[config.mk]
export PLATFORM = sky130hd
export DESIGN_NAME = acc_feeder_flat
export DESIGN_NICKNAME = d
export VERILOG_FILES = /design/src/rtl/ppu_pkg.sv /design/src/rtl/acc_feeder_if.sv /design/src/rtl/acc_addr_gen.sv /design/src/rtl/acc_feeder.sv /design/src/flat_wrapper.sv
export SDC_FILE = /design/constraint.sdc
export NUM_CORES = 1
export LEC_CHECK = 0
export ABC_AREA = 1
export BUFFER_PORTS_ARGS = -buffer_cell sky130_fd_sc_hd__buf_4
export CAP_MARGIN = 30
export CORE_AREA = 2 2 404 406
export DETAILED_ROUTE_END_ITERATION = 16
export DIE_AREA = 0 0 406 408
export RECOVER_POWER = 100
export SLEW_MARGIN = 20
export SYNTH_ARGS = -nofsm -noshare
export SYNTH_HDL_FRONTEND = slang
export SYNTH_HIERARCHICAL = 1
export SYNTH_SLANG_ARGS = --single-unit
export TNS_END_PERCENT = 30
[constraint.sdc]
create_clock -name i_clk -period 1.35 [get_ports i_clk]
set_input_delay 0.27 -clock i_clk [delete_from_list [all_inputs] [get_ports i_clk]]
set_output_delay 0.27 -clock i_clk [all_outputs]
set_load 0.02 [all_outputs]
[src/rtl/ppu_pkg.sv]
// ppu_pkg: shared PPU-side widths, mode encodings and acc_feeder state encoding
package ppu_pkg;
  localparam int ACC_W = 32;
  localparam int VL = 16;
  localparam int ADDR_W = 10;
  localparam int DATA_W = ACC_W * VL;
  typedef enum logic [1:0] {
    MODE_INT4_VSQ = 2'd0,
    MODE_INT8_PT  = 2'd1,
    MODE_INT8_PC  = 2'd2,
    MODE_INT8_BLK = 2'd3
  } mode_e;
  typedef enum logic [1:0] {
    S_IDLE   = 2'd0,
    S_LAUNCH = 2'd1,
    S_STREAM = 2'd2
  } feeder_state_e;
  function automatic logic two_pass(input mode_e m);
    return m != MODE_INT4_VSQ;
  endfunction
endpackage

[src/rtl/acc_feeder_if.sv]
// acc_feeder_if: accumulator SRAM read port plus PPU vector stream
interface acc_feeder_if import ppu_pkg::*; ();
  logic              acc_rd_en;
  logic [ADDR_W-1:0] acc_rd_addr;
  logic [DATA_W-1:0] acc_rd_data;
  logic              ppu_start;
  logic [DATA_W-1:0] acc_data;
  logic              pass;
  modport master (output acc_rd_en, acc_rd_addr, ppu_start, acc_data, pass, input acc_rd_data);
  modport slave  (input acc_rd_en, acc_rd_addr, ppu_start, acc_data, pass, output acc_rd_data);
endinterface

[src/rtl/acc_addr_gen.sv]
// acc_addr_gen: tile/index/pass counters producing the SRAM read address and end-of-tile/matrix flags
module acc_addr_gen import ppu_pkg::*; #(
  parameter int AD = 8,
  parameter int TILES = 4
) (
  input  logic              i_clk,
  input  logic              i_rst,
  input  logic              i_clr,
  input  logic              i_launch,
  input  logic              i_step,
  input  logic              i_two_pass,
  output logic [ADDR_W-1:0] o_addr,
  output logic              o_tile_last,
  output logic              o_matrix_last,
  output logic              o_pass
);
  localparam int TW = TILES > 1 ? $clog2(TILES) : 1;
  localparam int IW = $clog2(AD + 1);
  logic [TW-1:0] tile_cnt;
  logic [IW-1:0] idx;
  logic last_tile;
  assign last_tile = tile_cnt == TW'(TILES - 1);
  assign o_tile_last = idx == IW'(AD);
  assign o_matrix_last = o_tile_last && last_tile && (!i_two_pass || o_pass);
  assign o_addr = ADDR_W'(tile_cnt) * ADDR_W'(AD) + ADDR_W'(idx);
  // idx returns to 0 at tile end so the launch address is the tile base
  always_ff @(posedge i_clk)
    if (i_rst || i_clr) begin
      tile_cnt <= '0;
      idx <= '0;
      o_pass <= 1'b0;
    end else if (i_launch) idx <= IW'(1);
    else if (i_step) begin
      if (!o_tile_last) idx <= idx + IW'(1);
      else begin
        idx <= '0;
        tile_cnt <= last_tile ? '0 : tile_cnt + TW'(1);
        if (last_tile) o_pass <= i_two_pass && !o_pass;
      end
    end
endmodule

[src/rtl/acc_feeder.sv]
// acc_feeder: streams accumulator tiles into the PPU (two passes for INT8); ACC_FEEDER_PERF_EN adds o_hold_cycles
module acc_feeder import ppu_pkg::*; #(
  parameter int AD = 8,
  parameter int TILES = 4
) (
  input  logic        i_clk,
  input  logic        i_rst,
  input  logic        i_start,
  input  logic [1:0]  i_mode,
  input  logic        i_hold,
  acc_feeder_if.master acc,
  output logic        o_busy,
  output logic        o_done
`ifdef ACC_FEEDER_PERF_EN
  ,
  output logic [31:0] o_hold_cycles
`endif
);
  feeder_state_e state;
  mode_e mode;
  logic done, accept, launch, stream, rd_en, tile_last, matrix_last, pass;
  logic [ADDR_W-1:0] addr;
  assign accept = state == S_IDLE && i_start;
  assign launch = state == S_LAUNCH && !i_hold;
  assign stream = state == S_STREAM;
  assign rd_en = launch || (stream && !tile_last);
  acc_addr_gen #(.AD(AD), .TILES(TILES)) u_gen (
    .i_clk(i_clk),
    .i_rst(i_rst),
    .i_clr(accept),
    .i_launch(launch),
    .i_step(stream),
    .i_two_pass(two_pass(mode)),
    .o_addr(addr),
    .o_tile_last(tile_last),
    .o_matrix_last(matrix_last),
    .o_pass(pass)
  );
  always_ff @(posedge i_clk)
    if (i_rst) begin
      state <= S_IDLE;
      mode <= MODE_INT4_VSQ;
      done <= 1'b0;
    end else begin
      done <= stream && matrix_last;
      if (accept) begin
        mode <= mode_e'(i_mode);
        state <= S_LAUNCH;
      end else if (launch) state <= S_STREAM;
      else if (stream && tile_last) state <= matrix_last ? S_IDLE : S_LAUNCH;
    end
  assign acc.acc_rd_en = rd_en;
  assign acc.acc_rd_addr = rd_en ? addr : '0;
  assign acc.ppu_start = launch;
  assign acc.acc_data = stream ? acc.acc_rd_data : '0;
  assign acc.pass = pass;
  assign o_busy = state != S_IDLE;
  assign o_done = done;
`ifdef ACC_FEEDER_PERF_EN
  always_ff @(posedge i_clk)
    if (i_rst || accept) o_hold_cycles <= '0;
    else if (state == S_LAUNCH && i_hold && !(&o_hold_cycles)) o_hold_cycles <= o_hold_cycles + 32'd1;
`endif
endmodule

[src/flat_wrapper.sv]
// flat-port wrapper written by rule: the top's interface ports become plain ports
module acc_feeder_flat import ppu_pkg::*;
#(
  parameter int AD = 8,
  parameter int TILES = 4
)
  (i_clk, i_rst, i_start, i_mode, i_hold, o_busy, o_done, acc_acc_rd_en, acc_acc_rd_addr, acc_ppu_start, acc_acc_data, acc_pass, acc_acc_rd_data);
  acc_feeder_if acc_i ();
  input  logic i_clk;
  input  logic i_rst;
  input  logic i_start;
  input  logic [1:0] i_mode;
  input  logic i_hold;
  output logic o_busy;
  output logic o_done;
  output wire logic [$bits(acc_i.acc_rd_en)-1:0] acc_acc_rd_en;
  output wire logic [$bits(acc_i.acc_rd_addr)-1:0] acc_acc_rd_addr;
  output wire logic [$bits(acc_i.ppu_start)-1:0] acc_ppu_start;
  output wire logic [$bits(acc_i.acc_data)-1:0] acc_acc_data;
  output wire logic [$bits(acc_i.pass)-1:0] acc_pass;
  input wire logic [$bits(acc_i.acc_rd_data)-1:0] acc_acc_rd_data;
  assign acc_acc_rd_en = acc_i.acc_rd_en;
  assign acc_acc_rd_addr = acc_i.acc_rd_addr;
  assign acc_ppu_start = acc_i.ppu_start;
  assign acc_acc_data = acc_i.acc_data;
  assign acc_pass = acc_i.pass;
  assign acc_i.acc_rd_data = acc_acc_rd_data;
  acc_feeder #(.AD(AD), .TILES(TILES)) u_core (.i_clk(i_clk), .i_rst(i_rst), .i_start(i_start), .i_mode(i_mode), .i_hold(i_hold), .acc(acc_i), .o_busy(o_busy), .o_done(o_done));
endmodule
==> Flow_metrics.wiki, run 1 <==
{| class="wikitable"
! Metric !! Value
|-
| Die extent in y || 408 um
|-
| Data required time of the worst path || 1.08 ns
|-
| I/O pins || 1045
|-
| CP max-delay cell || sky130_fd_sc_hd__dfxtp_2
|-
| Worst min-delay path category || input pin to flip-flop
|-
| Placed instance count || 4408
|-
| Synthesized-area fraction occupied by ao, oa, aoi and oai cells || 0.0115
|-
| Vias in the first global route || 11117
|-
| Peak clock frequency supported by timing || 0.508 GHz
|-
| Largest fanout of any net on the critical path || 8
|-
| Final count of negative-setup-slack endpoints || 529
|-
| Die ar. || 166000 um^2
|-
| Proportion of synthesized chip area in sequential cells || 0.0459
|-
| Routed Antenna Nets || 0
|-
| DIE WIDTH || 406 um
|-
| WP data arrival || 1.70 ns
|-
| Count of buffers from port buffering || 1040
|-
| Peak per-stage delay on the critical path || 0.33 ns
|-
| Clock slew seen by the registers of the worst setup and hold paths || 0.04 ns
|-
| Worst Clk Skew || 0.00289 ns
|-
| Mapped cell area || 5240 um^2
|-
| Cts bufs inserted || 3
|-
| Clock Tree Buf Depth || 2
|-
| Clk pwr share || 0.108
|-
| Combinational fraction of design power || 0.824
|-
| DRC Markers || 0
|-
| Pin count of the biggest net entering global routing || 59
|-
| Multiplexer share of the synthesized area || 0
|-
| Total routing usage reported by global routing || 0.169
|-
| Cell Pwr Density || 294 nW/um^2
|-
| Hold violation count in the final report || 0
|-
| Share of the synthesized netlist area taken by xor and xnor gates || 0.00335
|-
| Crit path time final || 1.97 ns
|-
| Combinational family with the most area after synthesis || buffers and inverters
|-
| Internal cell power || 2850 uW
|-
| Basic-gate share of the synthesized area counting and, or, nand and nor cells || 0.421
|-
| Post-detailed-routing wire length || 150000 um
|-
| Core ar. || 162000 um^2
|-
| Starting density of the core || 0.0324
|-
| Average routed wire per standard cell || 33.6 um
|-
| # clock sinks || 12
|-
| Cell Count, Final, Fillers Out || 4463
|-
| Commonest non-fill, non-tap cell in the layout || sky130_fd_sc_hd__buf_4
|-
| Result of the run || complete, but fails checks
|-
| Avg Cell Area, Syn || 4.34 um^2
|-
| Global-route congestion overflow total || 0
|-
| Worst slack, placed || -0.797 ns
|-
| Final critical-path share of the clock period || 1.46
|-
| Critical path cell sequence || inv_2 > nor2_4 > buf_12 > inv_16 > clkbuf_16 > buf_6 > nor2_4 > buf_6
|-
| Sw Ratio || 0.492
|-
| Number of warnings reported in the yosys synthesis log || 6
|-
| Number of iterations in the first detailed-routing pass || 5
|-
| Count of final max-slew check failures || 0
|-
| Crit start category || flip-flop
|-
| Critical Setup Path Class || flip-flop to output port
|-
| Leakage power summed over all cells || 0.0105 uW
|-
| Flop pwr share || 0.068
|-
| Hold-fix buffers, CTS || 0
|-
| Max Cap Violations || 0
|-
| Routed vias || 12282
|-
| CTS tree || built
|-
| Worst VDD drop || 0.000253 V
|-
| Register bit total from synthesis || 12
|-
| Number of H-tree levels || 1
|-
| Initial detailed-routing violation count || 762
|-
| Most used cells in the layout excluding fill and tap cells || sky130_fd_sc_hd__buf_4, sky130_fd_sc_hd__inv_1, sky130_fd_sc_hd__nor2_1
|-
| Nets || 2792
|-
| CTS Root Buffer Type || sky130_fd_sc_hd__clkbuf_16
|-
| Switching Power || 2760 uW
|-
| Total of fill cells in the finished design || 18884
|-
| Violated checks || setup timing
|-
| Clock latency reported for the late side of the worst-skew pair || 0.24 ns
|-
| Unique cell type count in the Yosys netlist || 28
|-
| Number of antenna violations at the first check in global routing || 211
|-
| Share of synthesized cell area in full adder, half adder and majority cells || 0.0120
|-
| Setup repair after global routing missed its margin || yes
|-
| Summed area of non-filler cells in the final layout || 19100 um^2
|-
| Area after detailed placement || 16000 um^2
|-
| Final Worst Setup Slack || -0.620 ns
|-
| Mapped Cells || 1205
|-
| Crit path capture type || output port
|-
| P&R area growth vs syn || 264%
|-
| Total half-perimeter wirelength after legalization and detailed placement || 141000 um
|-
| Share of post-route cells with drive strength above 1 || 0.623
|-
| Vias per inst || 2.75
|-
| Weighted congestion reported at the end of routability-driven placement || 0.943
|-
| Rows || 148
|-
| Global-route wire length before repair || 169000 um
|}
[cell families (layout without fill, tap and decap cells)]
family / Yosys count / count (layout)
AO/OA/AOI/OAI: 10 / 10
XOR/XNOR: 2 / 2
adder cells (fa/ha/maj): 5 / 5
buffers and inverters: 605 / 1665
flip-flops: 12 / 12
other: 1 / 24
AND/OR/NAND/NOR: 570 / 570
[registers in the layout, indices dropped and copies added (netlist names)]
signal / count
u_core/mode: 2
u_core/u_gen/idx: 4
u_core/state: 2
u_core/u_gen/o_pass: 1
u_core/u_gen/tile_cnt: 2
u_core/o_done: 1
[through the flow]
stage	power, uW	hold WS (ns)	setup TNS [ns]	util
floorplan	1710	0.347	-53.43	-
finish	5610	0.240	-258.78	0.118
global route	5880	0.234	-289.23	0.118
global placement	4310	0.463	-131.83	0.0991
CTS	5220	0.234	-244.69	0.107
detailed placement	4340	0.473	-137.54	0.0991
[power groups by stage]
stage / clock (uW) / sequential, uW / combinational, uW
4_1_cts: 608 / 378 / 4230
6_report: 605 / 379 / 4620
5_1_grt: 630 / 379 / 4870
3_5_place_dp: 0 / 384 / 3950
3_3_place_gp: 0 / 384 / 3930
2_1_floorplan: 0 / 384 / 1330
[cell usage after synthesis, drive strengths merged]
| library cell | n | area (um^2) |
|---|---|---|
| xnor2 | 1 | 8.76 |
| dfxtp | 12 | 240 |
| or2 | 1 | 6.26 |
| nor3 | 1 | 5.00 |
| o21ai | 6 | 33.8 |
| o21bai | 1 | 11.3 |
| xor2 | 1 | 8.76 |
| clkinv | 1 | 5.00 |
| ha | 5 | 62.6 |
| nand4 | 2 | 12.5 |
| conb | 1 | 3.75 |
| a21oi | 3 | 15.0 |
| nor2 | 546 | 2090 |
| buf | 62 | 609 |
| inv | 541 | 2030 |
| nand3 | 2 | 10.0 |
| clkbuf | 1 | 3.75 |
| nand2 | 18 | 77.6 |
[critical path: cells and delay by family, from the launching register on]
family | cells | cell delay [ns]
buffers and inverters | 6 | 0.79
flip-flops | 1 | 0.33
AND/OR/NAND/NOR | 2 | 0.30
[per-layer routing]
metal,GRT usage,share of wire
met2,0.330,0.54
met5,0,0.00023
met3,0.0687,0.10
met1,0.161,0.32
met4,0.0374,0.033
[timing repair]
item / in CTS / in global routing
pin swaps: 7 / 8
gates cloned: 4 / 18
buffers inserted: 7 / 2
resized for setup: 266 / 394
endpoints found under the hold margin: 0 / 0
endpoints found under the setup margin: 527 / 528
[path summary, 6_finish.rpt]
kind                                      start                  end  slack [ns]  depth (start not counted)
worst min register to register   u_core/mode[1]       u_core/mode[1]        0.52                          2
worst max-delay path            u_core/state[1]     acc_acc_data[97]       -0.62                          8
worst min-delay path                      i_rst        u_core/o_done        0.24                          2
worst max register to register  u_core/state[1]  u_core/u_gen/idx[2]       -0.18                          9
[cell type report]
class	count	area [um^2]	share of cell area
multi-input combinational	591	3910	0.205
inverter	542	2060	0.108
antenna	20	50.0	0.00262
timing repair inverter	1	8.76	0.000459
tap	2175	2720	0.143
timing repair buffer	1118	9990	0.524
sequential	12	245	0.0129
clock buffer	4	88.8	0.00466
No activity file was read; power rests on OpenSTA's default activity.
==> run 2, diff against run 1 <==
--- a/config.mk
+++ b/config.mk
@@ -8,10 +8,11 @@
 export ABC_AREA = 1
 export BUFFER_PORTS_ARGS = -buffer_cell sky130_fd_sc_hd__buf_4
 export CAP_MARGIN = 30
-export CORE_AREA = 2 2 404 406
+export CORE_AREA = 2 2 403 405
 export DETAILED_ROUTE_END_ITERATION = 16
-export DIE_AREA = 0 0 406 408
+export DIE_AREA = 0 0 405 407
 export RECOVER_POWER = 100
+export SKIP_LAST_GASP = 1
 export SLEW_MARGIN = 20
 export SYNTH_ARGS = -nofsm -noshare
 export SYNTH_HDL_FRONTEND = slang
==> constraint.sdc (replaced) <==
create_clock -name i_clk -period 1.83 [get_ports i_clk]
set_input_delay 0.366 -clock i_clk [delete_from_list [all_inputs] [get_ports i_clk]]
set_output_delay 0.366 -clock i_clk [all_outputs]
set_load 0.02 [all_outputs]
==> run 2 against run 1 <==
Compared with the run above:
- the run still ends with setup timing left
- die area down 0.49%
- routed wire length up 7.9%
- non-clock buffer count down 6
- clock skew about the same
- critical path depth unchanged
- global-route usage up 1.6 points
- flip-flop and latch count unchanged
- count of clock-buffer cells in the layout down 1
- cell count down 0.74%
- register-to-register slack better by 0.31 ns
- critical path type unchanged
- largest cell class unchanged
- largest power group unchanged
==> Flow_metrics.wiki, run 2 (synthesized netlist as in run 1, its figures left out) <==
{| class="wikitable"
! Metric !! Value
|-
| Result of the run || complete, but fails checks
|-
| Violated checks || setup timing
|-
| Critical register-to-register path startpoint || u_core/state[0]
|-
| DIE WIDTH || 405 um (-0.25%)
|-
| Die extent in y || 407 um (-0.25%)
|-
| Vias per inst || 2.80 (+1.7%)
|-
| # clock sinks || 12 (unchanged)
|-
| Routed vias || 12394 (+0.91%)
|-
| CTS tree || built
|-
| Count of final max-slew check failures || 0 (unchanged)
|-
| Die ar. || 165000 um^2 (-0.49%)
|-
| Core ar. || 160000 um^2 (-0.90%)
|-
| Final count of negative-setup-slack endpoints || 487 (-7.9%)
|-
| Starting density of the core || 0.0327 (+0.000295)
|-
| Rows || 147 (-0.68%)
|-
| Max Cap Violations || 0 (unchanged)
|-
| Count of buffers from port buffering || 1040 (unchanged)
|-
| Routed Antenna Nets || 0 (unchanged)
|-
| Flip-flop count of the largest register after layout || 4 (unchanged)
|-
| Commonest non-fill, non-tap cell in the layout || sky130_fd_sc_hd__buf_4
|-
| Peak clock frequency supported by timing || 0.504 GHz
|-
| Register area || 248 um^2 (+1.0%)
|-
| Vias in the first global route || 11443 (+2.9%)
|-
| Worst min-delay path category || input pin to flip-flop
|-
| Clock Tree Buf Depth || 2 (unchanged)
|-
| Final Worst Setup Slack || -0.154 ns (+0.466 ns)
|-
| Worst Clk Skew || 0.00249 ns (-0.000402 ns)
|-
| Clock latency reported for the late side of the worst-skew pair || 0.24 ns (about the same)
|-
| Hold-fix buffers, CTS || 0 (unchanged)
|-
| Data required time of the worst path || 1.46 ns (+0.38 ns)
|-
| Global-route wire length before repair || 183000 um (+8.1%)
|-
| Cell Pwr Density || 211 nW/um^2 (-28%)
|-
| Cts bufs inserted || 3 (unchanged)
|-
| Critical Setup Path Class || flip-flop to output port
|-
| P&R area growth vs syn || 253%
|-
| Total half-perimeter wirelength after legalization and detailed placement || 154000 um (+9.0%)
|-
| Most used cells in the layout excluding fill and tap cells || sky130_fd_sc_hd__buf_4, sky130_fd_sc_hd__inv_1, sky130_fd_sc_hd__nor2_1
|-
| Startpoint of the lowest-slack hold path || i_rst
|-
| Share of post-route cells with drive strength above 1 || 0.612 (-0.0109)
|-
| Slew at the pin with the worst max-slew slack || 0.503 ns
|-
| Instance count along the most critical hold path || 2 (unchanged)
|-
| Worst slack, placed || -0.308 ns (+0.489 ns)
|-
| Largest fanout of any net on the critical path || 21 (+13)
|-
| Number of H-tree levels || 1 (unchanged)
|-
| Nets || 2786 (-0.21%)
|-
| Register with the most flip-flops || u_core/u_gen/idx
|-
| Average routed wire per standard cell || 36.5 um (+8.7%)
|-
| Post-detailed-routing wire length || 162000 um (+7.9%)
|-
| DRC Markers || 0 (unchanged)
|-
| Crit path capture type || output port
|-
| Slew margin rel. || 0.665
|-
| Post-route total power || 3900 uW (-30%)
|-
| Reg2Reg Capture Point || u_core/u_gen/tile_cnt[0]
|-
| Clock slew seen by the registers of the worst setup and hold paths || 0.04 ns (about the same)
|-
| Setup repair after global routing missed its margin || yes
|-
| Total routing usage reported by global routing || 0.184 (+0.0159)
|-
| Initial detailed-routing violation count || 663 (-13%)
|-
| Global-route congestion overflow total || 0 (unchanged)
|-
| Number of iterations in the first detailed-routing pass || 5 (unchanged)
|-
| Worst VDD drop || 0.000247 V (-2.4%)
|-
| Slack of the worst reg-to-reg path || 0.13 ns (+0.31 ns)
|-
| Leakage power summed over all cells || 0.0103 uW (-1.2%)
|-
| Final critical-path share of the clock period || 1.08
|-
| Crit start category || flip-flop
|-
| Number of antenna violations at the first check in global routing || 259 (+23%)
|-
| Crit path time final || 1.98 ns
|-
| Total of fill cells in the finished design || 18790 (-0.50%)
|-
| Weighted congestion reported at the end of routability-driven placement || 0.936 (-0.74%)
|-
| R2R cell count || 9 (unchanged)
|-
| Pin count of the biggest net entering global routing || 43 (-27%)
|-
| WP data arrival || 1.62 ns (-0.08 ns)
|-
| Area occupied by multi-input gates || 3520 um^2 (-9.9%)
|-
| I/O pins || 1045 (unchanged)
|-
| Hold violation count in the final report || 0 (unchanged)
|-
| CTS Root Buffer Type || sky130_fd_sc_hd__clkbuf_16
|-
| Endpoint of the worst hold path || u_core/o_done
|}
## run 2: changes by cell type in the layout (fill, tap and decap cells not counted), sizes merged
cell / previous run / this run
clkbuf: 18 / 17
diode: 20 / 9
buf: 1103 / 1097
clkinvlp: 0 / 1
clkinv: 1 / 0
## run 2: worst max-delay path by stage
stage | from | cells after the start | slack [ns] | endpoint
6_report | u_core/state[1] | 8 | -0.15 | acc_acc_data[390]
5_1_grt | u_core/u_gen/idx[1] | 11 | -0.21 | acc_acc_rd_addr[0]
4_1_cts | u_core/state[1] | 8 | -0.20 | acc_acc_data[290]
3_5_place_dp | u_core/state[1] | 7 | -0.31 | acc_acc_data[234]
3_3_place_gp | u_core/u_gen/idx[0] | 11 | -0.24 | acc_acc_rd_addr[4]
2_1_floorplan | u_core/u_gen/idx[0] | 9 | 0.02 | acc_acc_rd_addr[0]
## run 2: area by class of cell
class                      instances  share of cell area
multi-input combinational        591               0.191
timing repair inverter             1            0.000881
sequential                        12              0.0134
tap                             2160               0.146
timing repair buffer            1112               0.532
antenna                            9             0.00122
inverter                         542               0.111
clock buffer                       3             0.00407
## run 2: per-stage QoR
stage / instance area, um^2 / instances / TNS [ns] / hold WS [ns] / utilization
final: 18500 / 4430 / -40.14 / 0.341 / 0.115
after global routing: 18500 / 4428 / -73.53 / 0.346 / 0.115
after CTS: 17100 / 4406 / -54.52 / 0.341 / 0.107
after detailed placement: 15700 / 4389 / -2.38 / 0.496 / 0.0977
after global placement: 15700 / 4389 / -1.85 / 0.459 / 0.0977
after floorplan: 5250 / 1208 / 0 / 0.443 / -
## run 2: where the power goes
group          switching [uW]  internal (uW)
registers                8.77            272
clock network             119            285
logic                    1750           1470
total                    1870           2030
## run 2: layer usage
layer	vias to the layer above	routed length [um]	global-route usage
li1	5160	-	-
met1	5627	49100	0.164
met2	1116	88000	0.365
met3	485	20800	0.106
met4	6	3750	0.0194
met5	-	42	0
## run 2: what timing repair did
action / in CTS / in global routing
buffers inserted: 9 / 2
endpoints found under the setup margin: 467 / 520
resized for setup: 335 / 302
pin swaps: 9 / 7
cloned: 5 / 14
## run 2: worst max-delay path, cell delays in order (launching register included)
cell and delay (ns):
sky130_fd_sc_hd__dfxtp_2 0.32, sky130_fd_sc_hd__inv_2 0.07, sky130_fd_sc_hd__nor2_4 0.04, sky130_fd_sc_hd__buf_12 0.13
sky130_fd_sc_hd__inv_12 0.12, sky130_fd_sc_hd__buf_12 0.19, sky130_fd_sc_hd__buf_16 0.21, sky130_fd_sc_hd__nor2_1 0.07
sky130_fd_sc_hd__buf_4 0.16
==> run 3, diff against run 2 <==
--- a/config.mk
+++ b/config.mk
@@ -11,6 +11,7 @@
 export CORE_AREA = 2 2 403 405
 export DETAILED_ROUTE_END_ITERATION = 16
 export DIE_AREA = 0 0 405 407
+export PLACE_DENSITY_LB_ADDON = 0.05
 export RECOVER_POWER = 100
 export SKIP_LAST_GASP = 1
 export SLEW_MARGIN = 20
==> run 3 against run 2 <==
Compared with the run above:
- the flow still finishes with violations (setup timing)
- total power shrank 14%
- cell count shrank 0.59%
- worst setup slack gained 0.038 ns
- count of clock-buffer cells in the layout grew 1
- clock power grew 18%
- register-to-register slack lost 0.05 ns
- critical path type unchanged
- largest cell class unchanged
- via count shrank 17%
- global-route usage shrank 10 points
==> Flow_metrics.wiki, run 3 (synthesized netlist as in run 1, its figures left out) <==
{| class="wikitable"
! Metric !! Value
|-
| Result of the run || complete, but fails checks
|-
| Violated checks || setup timing
|-
| Register with the most flip-flops || u_core/u_gen/idx
|-
| Die ar. || 165000 um^2 (unchanged)
|-
| Number of iterations in the first detailed-routing pass || 5 (unchanged)
|-
| R2R cell count || 11 (+2)
|-
| Area after detailed placement || 15600 um^2 (-0.35%)
|-
| P&R area growth vs syn || 214%
|-
| Number of antenna violations at the first check in global routing || 25 (-90%)
|-
| Fin Hold WS || 0.329 ns (-0.0116 ns)
|-
| Max Cap Violations || 0 (unchanged)
|-
| DRC Markers || 0 (unchanged)
|-
| Setup repair after global routing missed its margin || yes
|-
| Flip-flop count of the largest register after layout || 4 (unchanged)
|-
| Largest fanout of any net on the critical path || 26 (+24%)
|-
| Clock slew seen by the registers of the worst setup and hold paths || 0.05 ns (about the same)
|-
| Vias in the first global route || 10531 (-8.0%)
|-
| Crit path time final || 1.95 ns (-0.0382 ns)
|-
| Rows || 147 (unchanged)
|-
| Count of final max-slew check failures || 0 (unchanged)
|-
| Final total negative setup slack || -19.18 ns (+20.96 ns)
|-
| WP data arrival || 1.58 ns (-0.04 ns)
|-
| Weighted congestion reported at the end of routability-driven placement || 0.849 (-9.3%)
|-
| Total of fill cells in the finished design || 18983 (+1.0%)
|-
| Routed vias || 10294 (-17%)
|-
| Worst slack, placed || 0.0332 ns (+0.342 ns)
|-
| Share of post-route cells with drive strength above 1 || 0.536 (-0.0760)
|-
| Commonest non-fill, non-tap cell in the layout || sky130_fd_sc_hd__buf_4
|-
| Worst VDD drop || 0.000212 V (-14%)
|-
| Cell Pwr Density || 204 nW/um^2 (-3.4%)
|-
| Cts bufs inserted || 3 (unchanged)
|-
| Crit path capture type || output port
|-
| Final critical-path share of the clock period || 1.06 (-0.0209)
|-
| Instance count along the most critical hold path || 2 (unchanged)
|-
| I/O pins || 1045 (unchanged)
|-
| Summed area of non-filler cells in the final layout || 16400 um^2 (-11%)
|-
| Die extent in y || 407 um (unchanged)
|-
| Leakage power summed over all cells || 0.00996 uW (-3.6%)
|-
| Peak clock frequency supported by timing || 0.514 GHz (+2.0%)
|-
| Most used cells in the layout excluding fill and tap cells || sky130_fd_sc_hd__buf_4, sky130_fd_sc_hd__inv_1, sky130_fd_sc_hd__nor2_1
|-
| Vias per inst || 2.34 (-16%)
|-
| Global-route congestion overflow total || 0 (unchanged)
|-
| Post-detailed-routing wire length || 72900 um (-55%)
|-
| Initial detailed-routing violation count || 294 (-56%)
|-
| Hold violation count in the final report || 0 (unchanged)
|-
| Pin count of the biggest net entering global routing || 57 (+33%)
|-
| Crit start category || flip-flop
|-
| # clock sinks || 12 (unchanged)
|-
| Routed Antenna Nets || 0 (unchanged)
|-
| Global-route wire length before repair || 90300 um (-51%)
|-
| Final count of negative-setup-slack endpoints || 442 (-9.2%)
|-
| Number of H-tree levels || 1 (unchanged)
|-
| Register area || 244 um^2 (-1.5%)
|-
| Core ar. || 160000 um^2 (unchanged)
|-
| Area occupied by multi-input gates || 2720 um^2 (-23%)
|-
| Worst Clk Skew || 0.00322 ns (+0.000732 ns)
|-
| Clock latency reported for the late side of the worst-skew pair || 0.25 ns (about the same)
|-
| Nets || 2766 (-0.72%)
|-
| CTS Root Buffer Type || sky130_fd_sc_hd__clkbuf_16
|-
| Total half-perimeter wirelength after legalization and detailed placement || 66600 um (-57%)
|-
| Clock Tree Buf Depth || 2 (unchanged)
|-
| Worst min-delay path category || input pin to flip-flop
|-
| Data required time of the worst path || 1.46 ns (about the same)
|-
| Critical Setup Path Class || flip-flop to output port
|-
| Starting density of the core || 0.0327 (unchanged)
|-
| DIE WIDTH || 405 um (unchanged)
|-
| CTS tree || built
|-
| Hold-fix buffers, CTS || 0 (unchanged)
|-
| Average routed wire per standard cell || 16.5 um (-55%)
|-
| Final Worst Setup Slack || -0.116 ns (+0.0382 ns)
|-
| Count of buffers from port buffering || 1040 (unchanged)
|-
| Total routing usage reported by global routing || 0.0797 (-0.105)
|}
## run 3: cell types whose count changed in the layout (fill, tap and decap cells not counted), sizes merged
cell	before	now
bufbuf	1	0
clkinvlp	1	0
clkbuf	17	12
clkinv	0	1
buf	1097	1085
inv	542	541
diode	9	2
## run 3: where the power goes
group	internal, uW	total [uW]	switching (uW)
combinational	1290	2590	1310
sequential	272	279	6.34
clock	333	478	145
## run 3: cell type report
| class | instances | share of cell area |
|---|---|---|
| antenna | 2 | 0.000305 |
| clock buffer | 4 | 0.00541 |
| inverter | 542 | 0.125 |
| multi-input combinational | 591 | 0.166 |
| sequential | 12 | 0.0149 |
| tap | 2160 | 0.165 |
| timing repair buffer | 1093 | 0.524 |
## run 3: worst max-delay path, stage by stage (launching register included)
cell	delay [ns]
sky130_fd_sc_hd__dfxtp_2	0.33
sky130_fd_sc_hd__inv_2	0.05
sky130_fd_sc_hd__nor2_4	0.15
sky130_fd_sc_hd__inv_8	0.09
sky130_fd_sc_hd__buf_12	0.18
sky130_fd_sc_hd__clkbuf_16	0.22
sky130_fd_sc_hd__nor2_2	0.12
sky130_fd_sc_hd__buf_4	0.15
## run 3: metrics by stage
step / util / instances / total power, uW
4_1_cts: 0.101 / 4398 / 3390
3_3_place_gp: 0.0974 / 4385 / 2820
3_5_place_dp: 0.0974 / 4385 / 2810
6_report: 0.102 / 4404 / 3350
5_1_grt: 0.102 / 4402 / 3600
2_1_floorplan: - / 1208 / 1210
## run 3: layer usage
metal / track usage / wire (um)
met5: 0 / 37
met2: 0.179 / 44800
met1: 0.0704 / 22000
met4: 0.00281 / 482
met3: 0.0214 / 5520
## run 3: what timing repair did
item | 4_1_cts | 5_1_grt
cloned | 2 | 4
setup buffers | 7 | 0
endpoints found under the setup margin | 388 | 518
pin swaps | 2 | 1
resized for setup | 95 | 77
## run 3: final timing paths
check | startpoint | endpoint | slack [ns]
setup / recovery | u_core/state[1] | acc_acc_data[118] | -0.12
setup reg to reg | u_core/state[1] | u_core/u_gen/tile_cnt[1] | 0.08
hold / removal | i_rst | u_core/o_done | 0.33
hold reg to reg | u_core/mode[0] | u_core/mode[0] | 0.49
